==> src/rtl/dac_spi_ctrl.sv <==
// dac_spi_ctrl: SPI mode-0 write controller for an external 16-bit DAC.
// Ports: clk_i, rst_i (async, high), start_i, data_i in; sclk_o, cs_n_o, mosi_o, busy_o, done_o out.
module dac_spi_ctrl #(
  parameter int DataWidth  = 16,
  parameter int HalfPeriod = 4,
  parameter int DivWidth   = 8
) (
  input  logic                 clk_i,
  input  logic                 rst_i,
  input  logic                 start_i,
  input  logic [DataWidth-1:0] data_i,
  output logic                 sclk_o,
  output logic                 cs_n_o,
  output logic                 mosi_o,
  output logic                 busy_o,
  output logic                 done_o
);

  localparam int CntWidth = $clog2(DataWidth + 1);
  localparam logic [DivWidth-1:0] DivLast = DivWidth'(HalfPeriod - 1);
  localparam logic [CntWidth-1:0] BitLast = CntWidth'(DataWidth);

  typedef enum logic [2:0] {
    IDLE,
    SETUP,
    HIGH,
    LOW,
    HOLD,
    DONE
  } state_t;

  state_t               state_q;
  logic [DivWidth-1:0]  div_q;
  logic [CntWidth-1:0]  bit_q;
  logic [DataWidth-1:0] shreg_q;

  logic                 phase_end;
  logic [DivWidth-1:0]  div_inc;
  logic [CntWidth-1:0]  bit_nxt;
  logic [DataWidth-1:0] shreg_shl;

  assign phase_end = (div_q == DivLast);
  assign div_inc   = div_q + DivWidth'(1);
  assign bit_nxt   = bit_q + CntWidth'(1);
  assign shreg_shl = shreg_q << 1;

  always_ff @(posedge clk_i or posedge rst_i) begin
    if (rst_i) begin
      state_q <= IDLE;
      div_q   <= '0;
      bit_q   <= '0;
      shreg_q <= '0;
      cs_n_o  <= 1'b1;
      sclk_o  <= 1'b0;
      mosi_o  <= 1'b0;
      busy_o  <= 1'b0;
      done_o  <= 1'b0;
    end else begin
      done_o <= 1'b0;
      unique case (state_q)
        IDLE: begin
          div_q  <= '0;
          bit_q  <= '0;
          cs_n_o <= 1'b1;
          sclk_o <= 1'b0;
          mosi_o <= 1'b0;
          busy_o <= 1'b0;
          if (start_i) begin
            shreg_q <= data_i;
            state_q <= SETUP;
            cs_n_o  <= 1'b0;
            mosi_o  <= data_i[DataWidth-1];
            busy_o  <= 1'b1;
          end
        end
        SETUP: begin
          if (phase_end) begin
            div_q   <= '0;
            state_q <= HIGH;
            sclk_o  <= 1'b1;
          end else begin
            div_q <= div_inc;
          end
        end
        HIGH: begin
          if (phase_end) begin
            div_q  <= '0;
            bit_q  <= bit_nxt;
            sclk_o <= 1'b0;
            if (bit_nxt == BitLast) begin
              state_q <= HOLD;
            end else begin
              // next bit goes out on the falling edge
              shreg_q <= shreg_shl;
              mosi_o  <= shreg_shl[DataWidth-1];
              state_q <= LOW;
            end
          end else begin
            div_q <= div_inc;
          end
        end
        LOW: begin
          if (phase_end) begin
            div_q   <= '0;
            state_q <= HIGH;
            sclk_o  <= 1'b1;
          end else begin
            div_q <= div_inc;
          end
        end
        HOLD: begin
          if (phase_end) begin
            div_q   <= '0;
            state_q <= DONE;
            cs_n_o  <= 1'b1;
            mosi_o  <= 1'b0;
            done_o  <= 1'b1;
          end else begin
            div_q <= div_inc;
          end
        end
        DONE: begin
          div_q   <= '0;
          state_q <= IDLE;
          busy_o  <= 1'b0;
        end
        default: begin
          state_q <= IDLE;
        end
      endcase
    end
  end

endmodule

==> config.mk <==
export PLATFORM = sky130hd
export DESIGN_NAME = dac_spi_ctrl
export DESIGN_NICKNAME = d
export VERILOG_FILES = /design/src/rtl/dac_spi_ctrl.sv
export SDC_FILE = /design/constraint.sdc
export NUM_CORES = 1
export LEC_CHECK = 0
export ABC_CLOCK_PERIOD_IN_PS = 2900
export BUFFER_PORTS_ARGS = -buffer_cell sky130_fd_sc_hd__buf_2
export CORE_ASPECT_RATIO = 2
export CORE_MARGIN = 5
export CORE_UTILIZATION = 60
export DETAILED_ROUTE_END_ITERATION = 6
export PLACE_DENSITY = 0.92
export SLEW_MARGIN = 20
export SYNTH_ARGS = -nofsm -noshare
export SYNTH_HDL_FRONTEND = slang
export SYNTH_SLANG_ARGS = --single-unit
==> constraint.sdc <==
create_clock -name clk_i -period 2.9 [get_ports clk_i]
set_clock_uncertainty 0.05 [all_clocks]
set_input_delay 0.87 -clock clk_i [delete_from_list [all_inputs] [get_ports clk_i]]
set_output_delay 0.87 -clock clk_i [all_outputs]
set_load 0.03 [all_outputs]
* Yosys cells after proc, flatten, opt, wreduce, memory -nomap -nowiden
Cells that the tools add are included.
Word-level totals: memories kept 0, bits in latches 0, word-level logic and storage cells 66, memory bits (writable) 0, ROM bits 0, register bits 36
Operators by class: order comparisons 0, add/sub/neg operators 2, reductions and logical operators 16, div/mod/pow operators 0, mux-type cells 27, eq/ne operators 12, multiply operators 0, shifts and indexed selects 0, bitwise operators 0
Operator list (number):
- 2-to-1 mux 15 bit | 3
- case mux 15 bit (2 select lines) | 1
- case mux 8 bit (2 select lines) | 1
- 2-to-1 mux 3 bit | 5
- case mux 3 bit (4 select lines) | 1
- AND reduction 4 bit | 3
- case mux 5 bit (2 select lines) | 1
- 2-to-1 mux 1 bit | 9
- adder 8 x 1 -> 8 bit (second input constant) | 1
- equality test 8 x 2 -> 1 bit (second input constant) | 1
- 2-to-1 mux 8 bit | 1
- inequality test 2 bit (second input constant) | 4
- nonzero test 2 bit | 4
- equality test 3 x 2 -> 1 bit (second input constant) | 2
- equality test 3 bit (second input constant) | 2
- case mux 1 bit (3 select lines) | 2
- nonzero test 3 bit | 2
- adder 5 x 1 -> 5 bit (second input constant) | 1
- equality test 5 bit (second input constant) | 1
- 2-to-1 mux 5 bit | 1
- case mux 1 bit (2 select lines) | 2
- AND reduction 2 bit | 2
- OR reduction 2 bit | 2
- OR reduction 4 bit | 1
- 4 further kinds | 4

* Longest topological paths before layout
Gate-level depths: netlist of the first run.
depth after elaboration 5, gate-level depth with buffers 7, mapped depth without buffers 6

* Least setup slack after synthesis of the first run
No wires, ideal clock.
path type flip-flop to flip-flop, start register bit_q[0], end register shreg_q[10], cell stages (with the launch flop) 8, period minus slack after synthesis 2.023 ns, setup slack 0.877 ns, arrival 1.847 ns, required time 2.725 ns, library setup time 0.125 ns, cell sequence dfrtp_1 -> ha_1 -> nand3_1 -> xnor2_1 -> nand3_2 -> a31oi_4 -> buf_6 -> mux2_4
On the way: cells in the longest elaborated chain, start to end 4
Ends and longest elaborated chain:
- start: declaration | line 34 | logic [CntWidth-1:0] bit_q;
- start signal: assignment | line 88 | bit_q <= bit_nxt;
- adder 5 x 1 -> 5 bit | line 44 | assign bit_nxt = bit_q + CntWidth'(1);
- equality test 5 bit | line 90 | if (bit_nxt == BitLast) begin
- inequality test 2 bit (no source line)
- AND reduction 4 bit (no source line)
- end signal: assignment | line 69 | shreg_q <= data_i;
- end signal: assignment | line 94 | shreg_q <= shreg_shl;
- end: declaration | line 35 | logic [DataWidth-1:0] shreg_q;
Every way passes these cells. A chain may end at the register's enable or synchronous reset.

* Worst setup path in the final report of the first run
start register bit_q[0], end register shreg_q[4]
Same word-level chain as after synthesis.

==> results by group, run 1 <==
Status
  – Status: finished, final reports clean

Detailed routing
  – Post-DRT Antenna Nets: 0
  – WL/cell: 15.6 um
  – Vias per cell: 5.83
  – Total routed wirelength: 4160 um
  – Iter 0 DRT Violations: 16
  – Via count: 1,550
  – DR DRC count: 0
  – Drt first pass iters: 4

Yosys
  – YS warnings: 0
  – Simple-Gate Fraction of Synth Area: 22.0%
  – Synthesized Nets: 232
  – Compound-gate portion of the synthesized area: 12.8%
  – Post-Synth Adder-Cell Area: 1.92%
  – Post-Synthesis Cells: 210
  – Yosys cell types: 43
  – XOR/XNOR share of the synthesized area: 3.14%
  – Async set-reset flop share out of synthesis: 100%
  – Mux cell area share after synthesis: 10.4%
  – Synth Register Bits: 36
  – Largest family of logic cells by synthesized area: simple AND/OR/NAND/NOR gates
  – Sequential-to-total area share from yosys stat: 46.2%
  – Synthesized area per cell: 9.29 um2
  – Top-area cell type share of the netlist area: 44.9%
  – Area contributors post-synth: dfrtp_1 (45%), nand2_1 (11%), mux2_4 (6.9%)
  – Post-synthesis cell area: 1950 um2
  – Largest area contributor in the netlist: dfrtp_1
  – Dominant synthesized flop cell: dfrtp_1
  – EDFF count, synth: 0

Floorplanning
  – Die Span Y: 90.7 um
  – Core ar.: 3160 um2
  – Number of cell rows: 29
  – Starting Density: 61.8%
  – Die X: 50.3 um
  – Top Ports: 24
  – Die area: 4560 um2

Final layout
  – Register area: 902 um2
  – Commonest non-fill, non-tap cell in the layout: nand2_1
  – Antenna cells: 0
  – Most frequent cells in the layout: nand2_1 (57), dfrtp_1 (35), buf_2 (23), nor2_1 (17), o21ai_0 (10)
  – Non-Filler Instances: 266
  – Multi-input logic area: 980 um2
  – Total Nets Final: 256
  – Layout Area Growth over Synthesis: 11.6%
  – Fill count: 229
  – Layout cells sized above 1: 23.4%

GRT
  – Global-route wire length before repair: 7330 um
  – Pin count of the biggest net entering global routing: 37
  – Initial antenna violation count: 0
  – Overall routing resource usage: 20.2%
  – Gr ovfl total: 0
  – Vias in the first global route: 1,710

Worst setup path
  – Critical-path cell list: ha_1, nand3_1, xnor2_1, nand3_2, a31oi_4, mux2_2
  – R2r endpoint: shreg_q[4]
  – Crit path kind: reg2reg
  – Max FO, Critical Path: 15
  – Worst Path Arrival: 2.57 ns
  – Critical Path Source Type: flip-flop
  – R2R cell count: 6
  – R2R Setup Slk: 0.46 ns
  – CP Capture Type: flip-flop
  – FF-to-FF Start: bit_q[0]
  – Buf+Inv Stages, Crit Path: 0
  – CP top delay family: compound AO/OA/AOI/OAI gates
  – CP peak stage delay: 0.61 ns
  – CP max-delay cell: a31oi_4
  – Worst path required time: 3.03 ns

STA
  – Max-slew headroom: 55.7%
  – Setup ws final: 0.458 ns
  – Final setup viols: 0
  – Minimum clock period: 2.44 ns
  – Max Freq: 410 MHz
  – RSZ-0062 raised after global routing: false
  – Worst-Margin Slew: 0.664 ns
  – Final hold vios: 0
  – Fin. max-slew vios: 0
  – Period utilization: 84.2%
  – Setup TNS: 0 ns

Power and ir drop
  – Power per cell area: 414 nW/um2
  – Worst vdd ir: 0.344 mV
  – Leakage: 0.00109 uW

Clock tree
  – Post-CTS Resized: 0
  – Postcts setup bufs: 0
  – Clock Latency Late Sink: 0.29 ns
  – Root buf cell: clkbuf_8
  – CTS sink cnt: 36
  – TritonCTS clock tree: yes
  – Hold buffer count at cts: 0
  – TritonCTS Buffers: 5
  – Maximum root-to-sink buffer count: 2
  – Clk pin slew, worst setup/hold paths: 0.07 ns
  – H-tree depth: 2

Place
  – Placed cells: 258
  – Post-place setup slack: 0.487 ns
  – GPL Wtd Cong: 0.852
  – Hpwl dp: 2980 um
  – Port-buffer cells: 23

Worst hold path
  – Hold Crit Depth: 1
  – Worst hold path type: reg2reg
  – Hold path endpoint: shreg_q[7]
  – Worst hold start: shreg_q[7]

Flow run
  – Max cap viols: 0
-- layer usage --
layer	global-route usage, %	up-vias	part of all wire, %
met3	4.63	12	2.7
met4	11.3	0	2.6
met2	33.7	27	57
li1	-	765	-
met5	0	-	0
met1	22.5	746	38
-- synthesized netlist by cell type (2+ instances only) --
cell type and count:
nand3_1 6, ha_1 3, inv_1 6, mux2_4 9, dfrtp_1 35, nand4_1 4, xor2_1 4, nor2_1 17
nor3_1 4, mux2_2 6, a31oi_1 2, a21oi_1 8, o22ai_1 2, buf_2 2, clkbuf_1 7, nand2_1 57
xnor2_1 3, o21ai_0 10
-- registers in the layout, summed over array words and instances (netlist names) --
| register | flops |
|---|---|
| bit_q | 5 |
| cs_n_o | 1 |
| done_o | 1 |
| sclk_o | 1 |
| div_q | 8 |
| busy_o | 1 |
| mosi_o | 1 |
| state_q | 3 |
| shreg_q | 15 |
-- layout make-up --
type | count | area share [%]
Timing Repair Buffer | 27 | 6.66
Inverter | 6 | 1.03
Sequential cell | 36 | 41.4
Tap cell | 31 | 1.78
Multi-Input combinational cell | 158 | 45.0
Clock buffer | 8 | 4.14
-- power breakdown --
part	leakage [uW]	internal, uW	switching (uW)
combinational	0.000579	13.8	18.5
sequential	0.000470	502	0
clock	0.0000455	194	173
-- metrics by stage --
step	hold WS (ns)	util (%)	area, um2	total power, uW
2_1_floorplan	0.416	-	1950	528
3_3_place_gp	0.436	66.2	2090	543
3_5_place_dp	0.445	66.2	2090	544
4_1_cts	0.461	69.0	2180	906
5_1_grt	0.473	69.0	2180	931
6_report	0.462	69.0	2180	901
-- how the worst max path moves through the flow --
stage | startpoint | cells past startpoint | slack, ns | endpoint
global placement | start_i | 5 | 0.59 | shreg_q[5]
global route | bit_q[0] | 6 | 0.30 | shreg_q[5]
floorplan | bit_q[0] | 7 | 0.88 | shreg_q[10]
finish | bit_q[0] | 6 | 0.46 | shreg_q[4]
CTS | bit_q[0] | 6 | 0.47 | shreg_q[8]
detailed placement | bit_q[0] | 6 | 0.49 | shreg_q[4]
-- kinds of logic (layout without fill, tap and decap cells) --
family | Yosys count | count (layout)
XOR/XNOR | 7 | 7
adder cells (fa/ha/maj) | 3 | 3
multiplexers | 15 | 15
AO/OA/AOI/OAI | 36 | 36
AND/OR/NAND/NOR | 97 | 97
buffers and inverters | 16 | 41
flip-flops | 36 | 36
No activity file was read; power rests on OpenSTA's default activity.
==> run 2: changes to the inputs <==
Settings changed: ABC_CLOCK_PERIOD_IN_PS 2900 to 2500, CORE_UTILIZATION 60 to 57, PLACE_DENSITY 0.92 to 0.88.
Clock period 2.9 ns to 2.5 ns, I/O delays scaled along.
==> run 2 against run 1 <==
Against the previous run: final area up 2.8%; sequential power up 16%; register-to-register slack worse by 0.18 ns; final cell count up 2.3%; first-iteration DRC count up 63%; via count up 4.8%; maximum frequency up 10%; power up 20%; core utilization down 2.0 points; largest power group unchanged.
==> results by group, run 2 (synthesis results as in run 1) <==
Status
  – Status: finished, final reports clean

Clock tree
  – CTS sink cnt: 36 (unchanged)
  – Root buf cell: clkbuf_8
  – Clk pin slew, worst setup/hold paths: 0.07 ns (about the same)
  – H-tree depth: 2 (unchanged)
  – TritonCTS Buffers: 5 (unchanged)
  – Post-CTS Resized: 0 (unchanged)
  – Maximum root-to-sink buffer count: 2 (unchanged)
  – Postcts setup bufs: 0 (unchanged)
  – TritonCTS clock tree: yes
  – Hold buffer count at cts: 0 (unchanged)
  – Clock Latency Late Sink: 0.30 ns (about the same)

Final layout
  – Multi-input logic area: 980 um2 (unchanged)
  – Antenna cells: 0 (unchanged)
  – Largest register FFs: 15 (unchanged)
  – Most frequent cells in the layout: nand2_1 (57), dfrtp_1 (35), buf_2 (23), nor2_1 (17), o21ai_0 (10)
  – Layout cells sized above 1: 25.4% (+2.0 points)
  – Fill count: 274 (+20%)
  – Largest reg by FF count: shreg_q
  – Biggest regs: shreg_q (15), div_q (8), bit_q (5)
  – Register area: 902 um2 (unchanged)
  – Layout Area Growth over Synthesis: 14.7%
  – Total Nets Final: 261 (+2.0%)
  – Commonest non-fill, non-tap cell in the layout: nand2_1

STA
  – Worst-Margin Slew: 0.618 ns (-0.0468 ns)
  – Final setup viols: 0 (unchanged)
  – Max Freq: 451 MHz (+10%)
  – Final hold vios: 0 (unchanged)
  – Setup TNS: 0 ns (unchanged)
  – RSZ-0062 raised after global routing: false
  – Max-slew headroom: 58.8% (+3.1 points)
  – Setup ws final: 0.282 ns (-0.176 ns)
  – Fin. max-slew vios: 0 (unchanged)
  – Period utilization: 88.7% (+4.5 points)
  – Minimum clock period: 2.22 ns (-0.224 ns)

Flow run
  – Max cap viols: 0 (unchanged)

Worst hold path
  – Hold Crit Depth: 2 (+1)
  – Worst hold path type: reg2reg
  – Hold path endpoint: sclk_o
  – Worst hold start: sclk_o

Power and ir drop
  – P_sw: 228 uW (+19%)
  – Worst vdd ir: 0.508 mV (+48%)
  – Power per cell area: 482 nW/um2 (+17%)
  – Sequential power share: 53.9% (-1.8 points)
  – Leakage: 0.00113 uW (+3.1%)
  – Clock power share: 42.4% (+1.7 points)
  – Int Pwr: 852 uW (+20%)
  – Switch share: 21.1% (-0.11 points)
  – Combinational share of power: 3.7% (about the same)

Detailed routing
  – Iter 0 DRT Violations: 26 (+10)
  – Via count: 1,624 (+4.8%)
  – DR DRC count: 0 (unchanged)
  – Total routed wirelength: 4230 um (+1.7%)
  – Post-DRT Antenna Nets: 0 (unchanged)
  – WL/cell: 15.6 um (-0.51%)
  – Vias per cell: 5.97 (+2.5%)
  – Drt first pass iters: 4 (unchanged)

Place
  – Hpwl dp: 3190 um (+6.9%)
  – Post-place setup slack: 0.276 ns (-0.211 ns)
  – GPL Wtd Cong: 0.851 (-0.16%)
  – Port-buffer cells: 23 (unchanged)

GRT
  – Gr ovfl total: 0 (unchanged)
  – Vias in the first global route: 1,668 (-2.5%)
  – Pin count of the biggest net entering global routing: 23 (-38%)
  – Initial antenna violation count: 0 (unchanged)
  – Global-route wire length before repair: 7430 um (+1.3%)
  – Overall routing resource usage: 20.5% (+0.30 points)

Worst setup path
  – Worst path required time: 2.63 ns (-0.40 ns)
  – Critical-path cell list: ha_1, nand3_1, xnor2_1, nand3_2, a31oi_4, buf_4, mux2_2
  – CP top delay family: flip-flops
  – R2R Setup Slk: 0.28 ns (-0.18 ns)
  – Critical Path Source Type: flip-flop
  – CP Capture Type: flip-flop
  – CP max-delay cell: dfrtp_1
  – Worst Path Arrival: 2.35 ns (-0.22 ns)
  – R2r endpoint: shreg_q[5]
  – Buf+Inv Stages, Crit Path: 1 (+1)
  – Crit path kind: reg2reg
  – CP peak stage delay: 0.46 ns (-0.15 ns)
  – Number of cells on the critical path: 7 (+1)
  – FF-to-FF Start: bit_q[0]
  – R2R cell count: 7 (+1)
  – Max FO, Critical Path: 15 (unchanged)

Floorplanning
  – Die Span Y: 92.8 um (+2.3%)
  – Number of cell rows: 30 (+3.4%)
  – Top Ports: 24 (unchanged)
  – Die area: 4770 um2 (+4.4%)
  – Core ar.: 3340 um2 (+5.8%)
  – Starting Density: 58.4% (-3.4 points)
  – Die X: 51.4 um (+2.1%)
run 2: worst max path at each step:
stage	to	start	slack (ns)
after floorplan	shreg_q[10]	bit_q[0]	0.48
after global placement	shreg_q[5]	bit_q[0]	0.37
after detailed placement	shreg_q[5]	bit_q[0]	0.28
after CTS	shreg_q[5]	bit_q[0]	0.26
after global routing	shreg_q[7]	bit_q[0]	0.15
final	shreg_q[5]	bit_q[0]	0.28
run 2: layer usage:
| layer | global-route usage (%) | wire, um |
|---|---|---|
| met2 | 38.0 | 2450 |
| met4 | 11.2 | 125 |
| met1 | 20.2 | 1500 |
| met5 | 0 | 0 |
| met3 | 3.70 | 162 |
run 2: final cells by class:
type / count / area share [%]
Sequential cell: 36 / 40.3
Clock buffer: 8 / 4.47
Tap cell: 32 / 1.79
Inverter: 6 / 1.01
Multi-Input combinational cell: 158 / 43.7
Timing Repair Buffer: 32 / 8.72
run 2: power groups by stage:
stage | Combinational (uW) | Clock, uW | Sequential, uW
3_3_place_gp | 39.8 | 0 | 593
6_report | 40.2 | 457 | 582
4_1_cts | 41.5 | 461 | 582
5_1_grt | 47.9 | 484 | 582
3_5_place_dp | 41.0 | 0 | 593
2_1_floorplan | 18.8 | 0 | 593
run 2: stage by stage:
step	hold slack, ns	cell area (um2)	utilization, %	std cells	power [uW]
floorplan	0.416	1950	-	210	612
global placement	0.409	2140	64.0	264	633
detailed placement	0.417	2140	64.0	264	634
CTS	0.432	2240	67.0	272	1080
global route	0.475	2240	67.0	272	1110
finish	0.432	2240	67.0	272	1080
run 2: tightest hold or removal path, cell delays in order (launching register included):
cell and delay (ns):
dfrtp_1 0.34, nand2_1 0.04, o21ai_0 0.06
==> run 3: changes to the inputs <==
Settings changed: ABC_CLOCK_PERIOD_IN_PS 2500 to 2100, RECOVER_POWER set to 50.
Clock period 2.5 ns to 2.1 ns, I/O delays scaled along.
==> run 3 against run 2 <==
Against the previous run: via count decreased by 0.74%; non-clock buffer count increased by 6; first-iteration DRC count increased by 15%; sequential power increased by 19%; die area unchanged; critical path depth unchanged; critical path type unchanged; flip-flop and latch count unchanged; clock power increased by 14%; setup slack got worse by 0.22 ns; register-to-register slack got worse by 0.22 ns; hold slack improved by 0.0094 ns; global-route usage increased by 0.74 points; highest routed layer unchanged.
==> results by group, run 3 (synthesis results as in run 1) <==
Final layout
  – Antenna cells: 0 (unchanged)
  – Util after Layout: 68.4% (+1.3 points)
  – Most frequent cells in the layout: nand2_1 (57), dfrtp_1 (35), buf_2 (22), nor2_1 (17), buf_4 (13)
  – Total Nets Final: 267 (+2.3%)
  – Largest reg by FF count: shreg_q
  – Register area: 902 um2 (unchanged)
  – Biggest regs: shreg_q (15), div_q (8), bit_q (5)
  – Non-Filler Instances: 278 (+2.2%)
  – Commonest non-fill, non-tap cell in the layout: nand2_1
  – Largest register FFs: 15 (unchanged)
  – Multi-input logic area: 991 um2 (+1.1%)
  – Layout Area Growth over Synthesis: 17.1%
  – Fill count: 254 (-7.3%)
  – Layout cells sized above 1: 27.6% (+2.2 points)

Detailed routing
  – Via count: 1,612 (-0.74%)
  – Vias per cell: 5.80 (-2.9%)
  – Iter 0 DRT Violations: 30 (+15%)
  – DR DRC count: 0 (unchanged)
  – Post-DRT Antenna Nets: 0 (unchanged)
  – Drt first pass iters: 4 (unchanged)
  – WL/cell: 15.7 um (+0.85%)
  – Total routed wirelength: 4360 um (+3.1%)

STA
  – RSZ-0062 raised after global routing: false
  – Period utilization: 96.8% (+8.1 points)
  – Max Freq: 492 MHz (+9.1%)
  – Min Hold Slack: 0.442 ns (+0.00940 ns)
  – Final hold vios: 0 (unchanged)
  – Final setup viols: 0 (unchanged)
  – Fin. max-slew vios: 0 (unchanged)
  – Minimum clock period: 2.03 ns (-0.184 ns)
  – Max-slew headroom: 42.5% (-16 points)
  – Worst-Margin Slew: 0.863 ns (+0.245 ns)
  – Setup TNS: 0 ns (unchanged)

Worst setup path
  – Critical Path Source Type: flip-flop
  – Worst path required time: 2.22 ns (-0.41 ns)
  – FF-to-FF Start: bit_q[0]
  – CP Capture Type: flip-flop
  – Crit path kind: reg2reg
  – R2R cell count: 7 (unchanged)
  – Max FO, Critical Path: 15 (unchanged)
  – R2R Setup Slk: 0.07 ns (-0.22 ns)
  – R2r endpoint: shreg_q[7]
  – Worst Path Arrival: 2.15 ns (-0.20 ns)

GRT
  – Global-route wire length before repair: 7720 um (+3.9%)
  – Overall routing resource usage: 21.2% (+0.74 points)
  – Vias in the first global route: 1,790 (+7.3%)
  – Pin count of the biggest net entering global routing: 37 (+61%)
  – Gr ovfl total: 0 (unchanged)
  – Initial antenna violation count: 0 (unchanged)

Worst hold path
  – Worst hold start: sclk_o
  – Hold path endpoint: sclk_o
  – Worst hold path type: reg2reg
  – Hold Crit Depth: 2 (unchanged)

Clock tree
  – Clock Latency Late Sink: 0.30 ns (about the same)
  – TritonCTS Buffers: 5 (unchanged)
  – Root buf cell: clkbuf_8
  – Clk pin slew, worst setup/hold paths: 0.08 ns (about the same)
  – Postcts setup bufs: 0 (unchanged)
  – TritonCTS clock tree: yes
  – H-tree depth: 2 (unchanged)
  – Maximum root-to-sink buffer count: 2 (unchanged)
  – CTS sink cnt: 36 (unchanged)

Place
  – Hpwl dp: 3220 um (+0.93%)
  – GPL Wtd Cong: 0.846 (-0.51%)
  – Placed cells: 270 (+2.3%)
  – Port-buffer cells: 23 (unchanged)

Floorplanning
  – Starting Density: 58.4% (unchanged)
  – Top Ports: 24 (unchanged)
  – Number of cell rows: 30 (unchanged)
  – Die Span Y: 92.8 um (unchanged)
  – Core ar.: 3340 um2 (unchanged)
  – Die area: 4770 um2 (unchanged)
  – Die X: 51.4 um (unchanged)

Status
  – Status: finished, final reports clean

Power and ir drop
  – Worst vdd ir: 0.459 mV (-9.7%)
  – Leakage: 0.00115 uW (+2.4%)
  – Power per cell area: 551 nW/um2 (+14%)

Flow run
  – Max cap viols: 0 (unchanged)
[run 3: changes by cell type in the layout (fill, tap and decap cells not counted), sizes merged]
cell    delta
clkinv     +2
buf        +4
[run 3: metal layers]
layer  vias up  routed length [um]  GRT usage (%)
met5         -                   0              0
met4         0                 147           11.2
met3        16                 129           4.51
met2        30                2500           39.5
met1       778                1580           20.6
li1        788                   -              -
[run 3: critical path: stages (launching register included)]
cell	delay, ns
dfrtp_1	0.35
ha_1	0.26
nand3_1	0.12
xnor2_1	0.19
nand3_2	0.17
a31oi_4	0.23
buf_12	0.19
mux2_2	0.35
[run 3: report_power, final]
part / switching [uW] / internal [uW]
clock network: 260 / 262
logic: 26.2 / 18.6
registers: 0 / 693
total: 286 / 974
[run 3: how the worst max path moves through the flow]
| stage | start | to | slack, ns | cells past startpoint |
|---|---|---|---|---|
| after floorplan | bit_q[0] | shreg_q[10] | 0.08 | 7 |
| after global placement | div_q[0] | mosi_o | 0.08 | 6 |
| after detailed placement | div_q[0] | mosi_o | 0.07 | 6 |
| after global routing | bit_q[0] | shreg_q[7] | 0.005 | 7 |
| after CTS | div_q[0] | mosi_o | 0.04 | 6 |
| final | bit_q[0] | shreg_q[7] | 0.07 | 7 |
[run 3: what timing repair did]
| action | in CTS | in global routing |
|---|---|---|
| endpoints found under the setup margin | 0 | 20 |
| hold buffers | 0 | 0 |
| resized for setup | 0 | 3 |
[run 3: cell type report]
| type | instances | share of cell area, % |
|---|---|---|
| Clock inverter | 2 | 0.438 |
| Tap cell | 32 | 1.75 |
| Clock buffer | 6 | 3.61 |
| Timing Repair Buffer | 38 | 10.4 |
| Multi-Input combinational cell | 158 | 43.4 |
| Inverter | 6 | 0.986 |
| Sequential cell | 36 | 39.5 |
[run 3: stage by stage]
stage / total power [uW] / worst slack (ns) / cell area (um2)
CTS: 1260 / 0.0397 / 2280
detailed placement: 753 / 0.0724 / 2180
global placement: 751 / 0.0777 / 2180
global route: 1300 / 0.00478 / 2280
finish: 1260 / 0.0667 / 2280
floorplan: 729 / 0.0775 / 1950
